[src/rtl/fb_pkg.sv]
// Shared types and constants for the frame-buffer write path.
//   FB_WIDTH/FB_HEIGHT/FB_SIZE : frame geometry (160x120 = 19200 pixels)
//   ADDR_W/COLOUR_W            : pixel address and colour widths
//   fb_sched_state_t           : write scheduler FSM states
//   fb_grant_t                 : round-robin memory of the last accepted requester
//   fb_write_t                 : one frame-buffer write beat (enable, address, colour)
package fb_pkg;

    localparam int unsigned FB_WIDTH  = 160;
    localparam int unsigned FB_HEIGHT = 120;
    localparam int unsigned FB_SIZE   = FB_WIDTH * FB_HEIGHT;
    localparam int unsigned ADDR_W    = 15;
    localparam int unsigned COLOUR_W  = 12;

    typedef logic [ADDR_W-1:0]   fb_addr_t;
    typedef logic [COLOUR_W-1:0] fb_colour_t;

    typedef enum logic [1:0] {
        IDLE  = 2'd0,
        CLEAR = 2'd1,
        DONE  = 2'd2
    } fb_sched_state_t;

    typedef enum logic {
        GRANT_DRAW = 1'b0,
        GRANT_UI   = 1'b1
    } fb_grant_t;

    typedef struct packed {
        logic       we;
        fb_addr_t   addr;
        fb_colour_t colour;
    } fb_write_t;

endpackage

[src/rtl/fb_clear_sweep.sv]
// Address counter for the full-frame clear sweep.
//   clk, reset : system clock, synchronous active-high reset
//   start      : restart the sweep at position 0
//   run        : advance one position (saturates at SIZE-1)
//   pos        : current sweep position
//   last       : pos is the final address SIZE-1
module fb_clear_sweep
    import fb_pkg::*;
#(
    parameter int unsigned SIZE = FB_SIZE
) (
    input  logic     clk,
    input  logic     reset,
    input  logic     start,
    input  logic     run,
    output fb_addr_t pos,
    output logic     last
);

    localparam fb_addr_t LAST_POS = fb_addr_t'(SIZE - 1);

    // Saturating counter; never steps past the final address.
    always_ff @(posedge clk) begin
        if (reset) begin
            pos <= '0;
        end else if (start) begin
            pos <= '0;
        end else if (run && (pos != LAST_POS)) begin
            pos <= pos + fb_addr_t'(1);
        end
    end

    assign last = (pos == LAST_POS);

endmodule

[src/rtl/fb_write_scheduler.sv]
// Owner of the frame-buffer write port: arbitrates draw and ui writers
// round-robin and runs full-frame clear sweeps.
//   clk, reset                       : system clock, synchronous active-high reset
//   clear_req                        : level request for a full-frame clear (sampled in IDLE)
//   clear_busy                       : high alongside every sweep write on fb_we
//   clear_done                       : one-cycle pulse after the last sweep write
//   draw_valid/ready/addr/colour     : draw engine write handshake
//   ui_valid/ready/addr/colour       : ui overlay write handshake
//   fb_we, fb_addr, fb_wdata         : registered frame-buffer write port
module fb_write_scheduler
    import fb_pkg::*;
#(
    parameter int unsigned WIDTH        = FB_WIDTH,
    parameter int unsigned HEIGHT       = FB_HEIGHT,
    parameter fb_colour_t  CLEAR_COLOUR = 12'hFFF
) (
    input  logic       clk,
    input  logic       reset,
    input  logic       clear_req,
    output logic       clear_busy,
    output logic       clear_done,
    input  logic       draw_valid,
    output logic       draw_ready,
    input  fb_addr_t   draw_addr,
    input  fb_colour_t draw_colour,
    input  logic       ui_valid,
    output logic       ui_ready,
    input  fb_addr_t   ui_addr,
    input  fb_colour_t ui_colour,
    output logic       fb_we,
    output fb_addr_t   fb_addr,
    output fb_colour_t fb_wdata
);

    localparam int unsigned MEM_SIZE  = WIDTH * HEIGHT;
    localparam fb_addr_t    MEM_LIMIT = fb_addr_t'(MEM_SIZE);

    fb_sched_state_t state, state_n;
    fb_grant_t       last_grant, last_grant_n;
    fb_write_t       wr_n;
    logic            busy_n;
    logic            done_n;
    logic            sweep_start;
    logic            sweep_run;
    logic            sweep_last;
    fb_addr_t        sweep_pos;
    logic            draw_grant;
    logic            ui_grant;

    fb_clear_sweep #(
        .SIZE (MEM_SIZE)
    ) u_sweep (
        .clk   (clk),
        .reset (reset),
        .start (sweep_start),
        .run   (sweep_run),
        .pos   (sweep_pos),
        .last  (sweep_last)
    );

    // Round-robin: a lone requester always wins; on contention the one not
    // granted last time wins. The two grants are mutually exclusive.
    always_comb begin
        draw_grant = draw_valid && (!ui_valid || (last_grant == GRANT_UI));
        ui_grant   = ui_valid && (!draw_valid || (last_grant == GRANT_DRAW));
    end

    // Next-state, handshake and next write beat. The write issued here lands
    // on the registered fb_* port one cycle later, so the sweep issues
    // address 0 from IDLE and pos+1 from CLEAR; CLEAR ends once pos has
    // reached the last address (that write is then already on the port).
    always_comb begin
        state_n      = state;
        last_grant_n = last_grant;
        wr_n.we      = 1'b0;
        wr_n.addr    = fb_addr;
        wr_n.colour  = fb_wdata;
        busy_n       = 1'b0;
        done_n       = 1'b0;
        sweep_start  = 1'b0;
        sweep_run    = 1'b0;
        draw_ready   = 1'b0;
        ui_ready     = 1'b0;

        unique case (state)
            IDLE: begin
                if (clear_req) begin
                    state_n     = CLEAR;
                    sweep_start = 1'b1;
                    busy_n      = 1'b1;
                    wr_n.we     = 1'b1;
                    wr_n.addr   = '0;
                    wr_n.colour = CLEAR_COLOUR;
                end else begin
                    draw_ready = draw_grant;
                    ui_ready   = ui_grant;
                    // Out-of-range addresses complete the handshake but are dropped.
                    if (draw_grant) begin
                        last_grant_n = GRANT_DRAW;
                        if (draw_addr < MEM_LIMIT) begin
                            wr_n.we     = 1'b1;
                            wr_n.addr   = draw_addr;
                            wr_n.colour = draw_colour;
                        end
                    end else if (ui_grant) begin
                        last_grant_n = GRANT_UI;
                        if (ui_addr < MEM_LIMIT) begin
                            wr_n.we     = 1'b1;
                            wr_n.addr   = ui_addr;
                            wr_n.colour = ui_colour;
                        end
                    end
                end
            end

            CLEAR: begin
                if (sweep_last) begin
                    state_n = DONE;
                    done_n  = 1'b1;
                end else begin
                    sweep_run   = 1'b1;
                    busy_n      = 1'b1;
                    wr_n.we     = 1'b1;
                    wr_n.addr   = sweep_pos + fb_addr_t'(1);
                    wr_n.colour = CLEAR_COLOUR;
                end
            end

            DONE: begin
                state_n = IDLE;
            end

            default: begin
                state_n = IDLE;
            end
        endcase
    end

    // State and output registers.
    always_ff @(posedge clk) begin
        if (reset) begin
            state      <= IDLE;
            last_grant <= GRANT_UI;
            fb_we      <= 1'b0;
            fb_addr    <= '0;
            fb_wdata   <= '0;
            clear_busy <= 1'b0;
            clear_done <= 1'b0;
        end else begin
            state      <= state_n;
            last_grant <= last_grant_n;
            fb_we      <= wr_n.we;
            fb_addr    <= wr_n.addr;
            fb_wdata   <= wr_n.colour;
            clear_busy <= busy_n;
            clear_done <= done_n;
        end
    end

endmodule

[config.mk]
export PLATFORM = sky130hd
export DESIGN_NAME = fb_write_scheduler
export DESIGN_NICKNAME = d
export VERILOG_FILES = /design/src/rtl/fb_pkg.sv /design/src/rtl/fb_clear_sweep.sv /design/src/rtl/fb_write_scheduler.sv
export SDC_FILE = /design/constraint.sdc
export NUM_CORES = 1
export LEC_CHECK = 0
export ABC_CLOCK_PERIOD_IN_PS = 3000
export CORE_ASPECT_RATIO = 2
export CORE_MARGIN = 4
export CORE_UTILIZATION = 49
export DETAILED_ROUTE_END_ITERATION = 7
export HOLD_SLACK_MARGIN = 0.03
export PLACE_DENSITY = 0.95
export SYNTH_ARGS = -nofsm -noshare
export SYNTH_HDL_FRONTEND = slang
export SYNTH_SLANG_ARGS = --single-unit
[constraint.sdc]
create_clock -name clk -period 3 [get_ports clk]
set_input_delay 0.3 -clock clk [delete_from_list [all_inputs] [get_ports clk]]
set_output_delay 0.3 -clock clk [all_outputs]
set_load 0.01 [all_outputs]
After elaboration in Yosys (flattened, before gate mapping):

Cells that the tools add are included.
Widths: inputs -> output; s select.

* bits in registers: 48
* input port bits: 59
* output and inout port bits: 32
* logic and storage cells: 60

* add/sub/neg operators: 1
* magnitude comparators: 2
* eq/ne operators: 9
* multiplexer cells: 22
* bitwise operators: 3
* reduce and logical (&&, ||, !) cells: 15

Operators by type and width (number)
* $mux 28: 6
* $pmux 28 s2: 1
* $lt 15x15->1 const B: 2
* $add 15x1->15 const B: 1
* $eq 15x15->1 const B: 1
* $ne 15x15->1 const B: 1
* $ne 4x4->1 const B: 3
* $mux 1: 11
* $ne 2x2->1 const B: 3
* $reduce_and 5->1: 1
* $mux 2: 2
* $pmux 2 s2: 1
* $reduce_bool 2->1: 2
* $reduce_or 2->1: 2
* $logic_and 1x1->1: 3
* $not 1->1: 3
* $reduce_and 3->1: 1
* $eq 2x1->1 const B: 1
* $logic_not 1->1: 2
* $logic_not 2->1: 1
* $logic_or 1x1->1: 2
* $pmux 1 s2: 1
* $reduce_and 2->1: 1

Longest topological paths before layout:

Gate-level depths: netlist of the first run.

* word-level depth: 7
* depth in mapped cells: 8
* depth with buffers taken out: 6

By module:

From an unflattened synthesis of the first run, not the netlist that was laid out.

* cells, all modules: 305
* area total of the unflattened synthesis: 2597.5 um2

By module, submodules not included
* fb_write_scheduler: times used 1, cells an instance 219, area an instance 1859.3 um2, sequential area each 660.6 um2
* fb_clear_sweep: times used 1, cells an instance 86, area an instance 738.2 um2, sequential area each 300.3 um2

Worst setup path before layout of the first run:

No wires, ideal clock.

* path type: flip-flop to flip-flop
* from: register u_sweep.pos[0]
* to: register fb_addr[13]
* library setup time: 122 ps
* arrival: 1831 ps
* required time: 2878 ps
* slack: 1047 ps
* stages on the path, launching flop included: 9
* path buffers: 2
* period minus slack after synthesis: 1953 ps
* cells stage by stage: dfxtp_1 ha_1 nand3_2 or3_1 buf_6 o21ai_4 buf_6 a211oi_1 a311o_1

* cells in the longest elaborated chain, start to end: 3
* elaborated cells on any way between the ends: 6
* those cells by class: add/sub (1); eq/ne (2); mux (2); reduce/logical (1)

RTL lines
* start, declared: line fb_clear_sweep.sv:16 `output fb_addr_t pos,`
* start signal, assigned: line fb_clear_sweep.sv:29 `pos <= pos + fb_addr_t'(1);`
* $add 15x1->15 or $eq 15x15->1 (tied branches): line fb_write_scheduler.sv:124, fb_clear_sweep.sv:33
* $mux 28 or $ne 2x2->1 (tied branches)
* $pmux 28 s2 or $reduce_and 5->1 (tied branches)
* end signal, assigned: line fb_write_scheduler.sv:153 `fb_addr <= wr_n.addr;`
* end, declared: line fb_write_scheduler.sv:31 `output fb_addr_t fb_addr,`

Several ways; a longest one is shown, not always the timed one. The select of a mux whose other input is x is not followed.
A chain may end at the register's enable or synchronous reset.

Final worst setup path of the first run:

Ends and elaborated chain as after synthesis.

==> results of run 1 <==
==> metrics by stage <==
| stage | area [µm²] | hold WS (ns) | utilization [%] | setup slack (ns) |
|---|---|---|---|---|
| after floorplan | 2600 | 0.4751 | - | 1.047 |
| after global placement | 3518 | 0.4572 | 68.47 | 0.5223 |
| after detailed placement | 3518 | 0.4795 | 68.47 | 0.4208 |
| after CTS | 3596 | 0.4910 | 69.98 | 0.5305 |
| after global routing | 3596 | 0.5120 | 69.98 | 0.3022 |
| final | 3596 | 0.4878 | 69.98 | 0.4879 |
==> power groups by stage <==
| stage | Clock [mW] | Sequential (mW) | Combinational, mW |
|---|---|---|---|
| 6_report | 0.361 | 0.690 | 0.320 |
| 5_1_grt | 0.389 | 0.694 | 0.342 |
| 4_1_cts | 0.373 | 0.690 | 0.319 |
| 3_5_place_dp | 0 | 0.704 | 0.318 |
| 3_3_place_gp | 0 | 0.703 | 0.310 |
| 2_1_floorplan | 0 | 0.714 | 0.126 |
==> cell families (layout without fill, tap and decap cells) <==
family / count (synthesis) / after routing
fa+ha+maj: 1 / 1
xor+xnor: 21 / 21
flops: 48 / 48
compound gates: 113 / 113
buf+inv: 31 / 111
simple gates: 93 / 93
==> per-layer routing <==
metal / up-vias / track usage, %
met5: - / 0
met4: 0 / 12.43
met3: 27 / 4.079
met2: 100 / 46.75
met1: 1305 / 23.56
li1: 1323 / -
==> layout by cell type, fill, tap and decap left out, drive strengths merged, types with 3 or more instances in the layout <==
master         count
a22oi             11
dfxtp             48
nor2              18
nand4              6
nand3              5
xnor2             13
a221oi            12
xor2               8
a21oi             33
inv                5
buf                9
nand2             16
o21ai             13
o211ai             6
clkdlybuf4s50     90
a22o              11
nor3              24
clkbuf             6
or3                7
a211oi            11
nand2b             3
nor4               4
==> cell type report <==
| cell class | instances | area, µm² |
|---|---|---|
| clock inverter | 1 | 5.005 |
| timing repair buffer | 99 | 968.4 |
| inverter | 5 | 18.77 |
| clock buffer | 6 | 72.57 |
| sequential | 48 | 960.9 |
| tap | 58 | 72.57 |
| fill | 408 | 1543 |
| multi-input combinational | 228 | 1498 |
==> cell usage after synthesis (all sizes together) (3+ instances only) <==
cell    instances  area [µm²]
clkbuf         14       56.30
a221oi         12       105.1
a211oi         11       82.58
a22oi          11       82.58
nor3           24       130.1
nor4            4       37.53
a21oi          33       165.2
nor2           18       67.56
nand3           5       30.03
or3             7       43.79
nand2          16       60.06
xor2            8       70.07
o21ai          13       76.32
a22o           11       96.34
nand4           6       37.54
xnor2          13       113.9
dfxtp          48       960.9
nand2b          3       18.77
buf            12       72.57
inv             5       18.77
o211ai          6       45.04
==> worst max-delay path, cell delays in order (launching register included) <==
cell,delay [ns]
dfxtp_1,0.38
ha_1,0.27
nand3_2,0.16
nor3_2,0.12
a31oi_2,0.86
nand2_1,0.21
a311o_1,0.41
==> worst paths after layout <==
check,start,endpoint,depth (start not counted)
hold reg to reg,fb_addr[3]$_SDFFE_PP0P_,fb_addr[3]$_SDFFE_PP0P_,2
hold / removal,fb_addr[3]$_SDFFE_PP0P_,fb_addr[3]$_SDFFE_PP0P_,2
setup reg to reg,u_sweep.pos[0]$_SDFFE_PP0P_,fb_addr[13]$_SDFFE_PP0P_,6
setup / recovery,u_sweep.pos[0]$_SDFFE_PP0P_,fb_addr[13]$_SDFFE_PP0P_,6
==> registers in the layout, summed over array words and instances (netlist names) <==
| register | cells |
|---|---|
| last_grant | 1 |
| fb_addr | 15 |
| fb_we | 1 |
| clear_done | 1 |
| u_sweep.pos | 15 |
| state | 2 |
| clear_busy | 1 |
| fb_wdata | 12 |
==> metrics.txt, run 1 <==
first-pass GRT wire length=12,780 µm; nets=447; Simple-Gate Fraction of Synth Area=19.20%; Post-CTS Setup Repair Bufs=0; Reg clk slew, reported paths=0.08 ns; post-DP HPWL=6417 µm; P_sw=0.3669 mW; Internal Power=1.004 mW; Die Area=6606 µm²; # setup viols final=0; flop2flop setup slack=0.49 ns; Die Y=111.0 µm; Combinational Power Share=23.3%; Sinks on Clock Net=48; fmax=398.1 MHz; via count=2,755; GRT overflow=0; antenna cell count=0; RSZ-0062 raised after global routing=false; layout cells sized above 1=6.460%; largest net degree at the start of global routing=24; status=complete, no violations; pwr dens=381.3 nW/µm²; area of the core=5139 µm²; leak pwr=1.222 nW; FP Rows=37; setup TNS=0 ns; Final min period=2.512 ns; CP max FO=21; Worst-Skew Late Latency=0.30 ns; Most used DFF post-synth=dfxtp_1; first drt pass iteration count=4; Total GRT Usage=24.67%; CP Launch Type=register; final non-filler cell total=445; Worst Tran Pin Value=1.031 ns; Seq cells post-synth=48; switching share of power=26.76%; Worst EP required=3.19 ns; Routed WL=8147 µm; CTS tree=yes; critical path class=reg2reg; power share of the clock group=26.4%; HP Class=reg2reg; Layout area overhead=38.31%; combinational family with the most area after synthesis=compound AO/OA/AOI/OAI gates; crit share post-route=83.74%; maximum vdd ir drop=391.9 µV; CP endpoint kind=register; YS warnings=0; Met3 Routed Length=449 µm; Post-Synth XOR/XNOR Area=7.074%; Mapped Area=2600 µm²; Async S/R FF share, synth=0%; Clock Tree Buf Depth=2; initial antenna violation count=0; number of max-cap violations=0; clk_skew=0.004245 ns; Final Hold Viols=0; Initial Utilization=50.60%; routed vias/inst=6.191; DRT iter0 DRCs=152; Slew Limit Fails=0; synthesized net count=367; WL met2=4600 µm; Seq/Total Area, Yosys=36.96%; Remaining DRCs=0; Rel. slew slack=31.08%; Synth Area in Adders=0.4812%; Worst Path Arrival=2.70 ns; Num CTS Buffers=5; average instance area after synthesis=8.469 µm²; Distinct cells, synth=49; vias in the first global route=2,827; dpl cells=438; Seq pwr share=50.3%; Compound-Gate Fraction of Synth Area=30.61%; Ports=91; multiplexer area fraction after synthesis=0%; synthesized instance count=307; hold buffer count at CTS=0; clk root buf=clkbuf_8; post-cts sizing count=0; length of routed wiring on met1=2751 µm; Total Power=1.371 mW; Routability Congestion=0.8889; max layer used=met4; Port Buffer Count=90; die width=59.51 µm; Routed WL per cell=18.31 µm; Post-synth EDFFs=0; Routed Antenna Nets=0; Max H-tree Level=2
Note: power is estimated with default switching activity, not from simulation.
==> run 2: changes to the inputs <==
ABC_CLOCK_PERIOD_IN_PS = 2350   (was 3000)
CORE_UTILIZATION = 45   (was 49)
PLACE_DENSITY = 0.9   (was 0.95)
clock period = 2.35 ns   (was 3 ns; I/O delays follow)
==> metrics.txt, run 2 (same netlist as run 1, synthesis figures left out) <==
P_sw=0.4860 mW; Routed Antenna Nets=0; Worst EP required=2.55 ns; leak pwr=1.274 nW; Port Buffer Count=90; clk_skew=0.004322 ns; Layout Utilization=66.77%; CTS tree=yes; setup TNS=0 ns; Post-Place Cell Area=3575 µm²; Die Area=7132 µm²; initial antenna violation count=0; critical path class=reg2reg; Total GRT Usage=23.71%; first drt pass iteration count=4; Worst-Skew Late Latency=0.31 ns; Worst Path Arrival=2.34 ns; via count=2,790; post-cts sizing count=0; most common cell after layout, fill and taps aside=clkdlybuf4s50_1; Combinational Power Share=22.2%; DRT iter0 DRCs=190; Hold Slack=0.4810 ns; Max H-tree Level=2; dpl cells=448; power share of the clock group=31.3%; crit share post-route=90.89%; Routability Congestion=0.8648; Ports=91; antenna cell count=0; FF-to-FF Start=u_sweep.pos[1]$_SDFFE_PP0P_; CP max FO=11; RSZ-0062 raised after global routing=false; pwr dens=512.8 nW/µm²; CP endpoint kind=register; Layout area overhead=41.63%; # fillers=448; switching share of power=25.74%; Sinks on Clock Net=48; Final Hold Viols=0; area of the core=5515 µm²; first-pass GRT wire length=12,870 µm; Slew Limit Fails=0; Internal Power=1.402 mW; Clock Tree Buf Depth=2; maximum vdd ir drop=517.6 µV; nets=455; clk root buf=clkbuf_8; post-DP HPWL=6433 µm; Worst Tran Pin Value=0.9647 ns; largest net degree at the start of global routing=26; HP Class=reg2reg; Final min period=2.136 ns; CP Launch Type=register; Finished Cell Area=3682 µm²; Critical Path Source=u_sweep.pos[1]$_SDFFE_PP0P_; Die Y=115.5 µm; hold buffer count at CTS=0; HP Start=fb_addr[7]$_SDFFE_PP0P_; Num CTS Buffers=5; die width=61.75 µm; # setup viols final=0; Post-CTS Setup Repair Bufs=0; Routed WL=8324 µm; FP Rows=38; Rel. slew slack=35.26%; Routed WL per cell=18.25 µm; routed vias/inst=6.118; Largest regs=fb_addr (15), u_sweep.pos (15), fb_wdata (12); commonest cells after routing, fill and taps aside=clkdlybuf4s50_1, dfxtp_1, a21oi_1, nor3_1, nor2_1; Remaining DRCs=0; layout cells sized above 1=8.333%; final non-filler cell total=456; number of max-cap violations=0; fmax=468.2 MHz; vias in the first global route=2,780; status=complete, no violations; GRT overflow=0; Seq pwr share=46.5%; Initial Utilization=47.14%; Reg clk slew, reported paths=0.09 ns
==> run 2: cell types whose count changed in the layout (fill, tap and decap cells not counted) <==
cell | previous run | this run
bufinv_16 | 0 | 1
buf_4 | 9 | 17
a31oi_1 | 0 | 1
a31oi_2 | 1 | 0
==> run 2: cell type report <==
cell class | count | area (µm²) | area share [%]
well taps | 60 | 75.07 | 2.039
flip-flops and latches | 48 | 960.9 | 26.10
repair buffers | 107 | 1028 | 27.93
inverters | 5 | 18.77 | 0.5097
clock buffers | 6 | 72.57 | 1.971
clock inverters | 2 | 35.03 | 0.9514
multi-input cells | 228 | 1491 | 40.50
==> run 2: per-layer routing <==
layer / part of all wire (%) / vias up / global-route usage [%]
li1: - / 1344 / -
met1: 35 / 1302 / 22.52
met2: 54 / 117 / 44.65
met3: 7.0 / 27 / 5.017
met4: 4.2 / 0 / 11.76
met5: 0 / - / 0
==> run 2: worst max-delay path, cell delays in order, from the launching register on <==
cell and delay (ns):
dfxtp_1 0.40, ha_1 0.26, nand3_2 0.17, or3_1 0.52, o21ai_4 0.33, a211oi_1 0.08, a311o_1 0.27
==> run 2: path summary, 6_finish.rpt <==
kind / end / slack, ns / depth (start not counted)
max: fb_addr[13]$_SDFFE_PP0P_ / 0.21 / 6
min: fb_addr[7]$_SDFFE_PP0P_ / 0.48 / 2
max reg2reg: fb_addr[13]$_SDFFE_PP0P_ / 0.21 / 6
min reg2reg: fb_addr[7]$_SDFFE_PP0P_ / 0.48 / 2
==> run 2: per-stage QoR <==
step	power (mW)	setup WS, ns
after detailed placement	1.311	0.02666
after global placement	1.302	0.1473
after floorplan	1.071	0.3968
final	1.888	0.2141
after CTS	1.899	0.2058
after global routing	1.964	0.05344
==> run 2: power groups by stage <==
stage | Sequential, mW | Clock, mW | Combinational [mW]
after global routing | 0.882 | 0.631 | 0.452
final | 0.878 | 0.592 | 0.419
after floorplan | 0.911 | 0 | 0.160
after CTS | 0.877 | 0.602 | 0.419
after global placement | 0.894 | 0 | 0.408
after detailed placement | 0.896 | 0 | 0.415
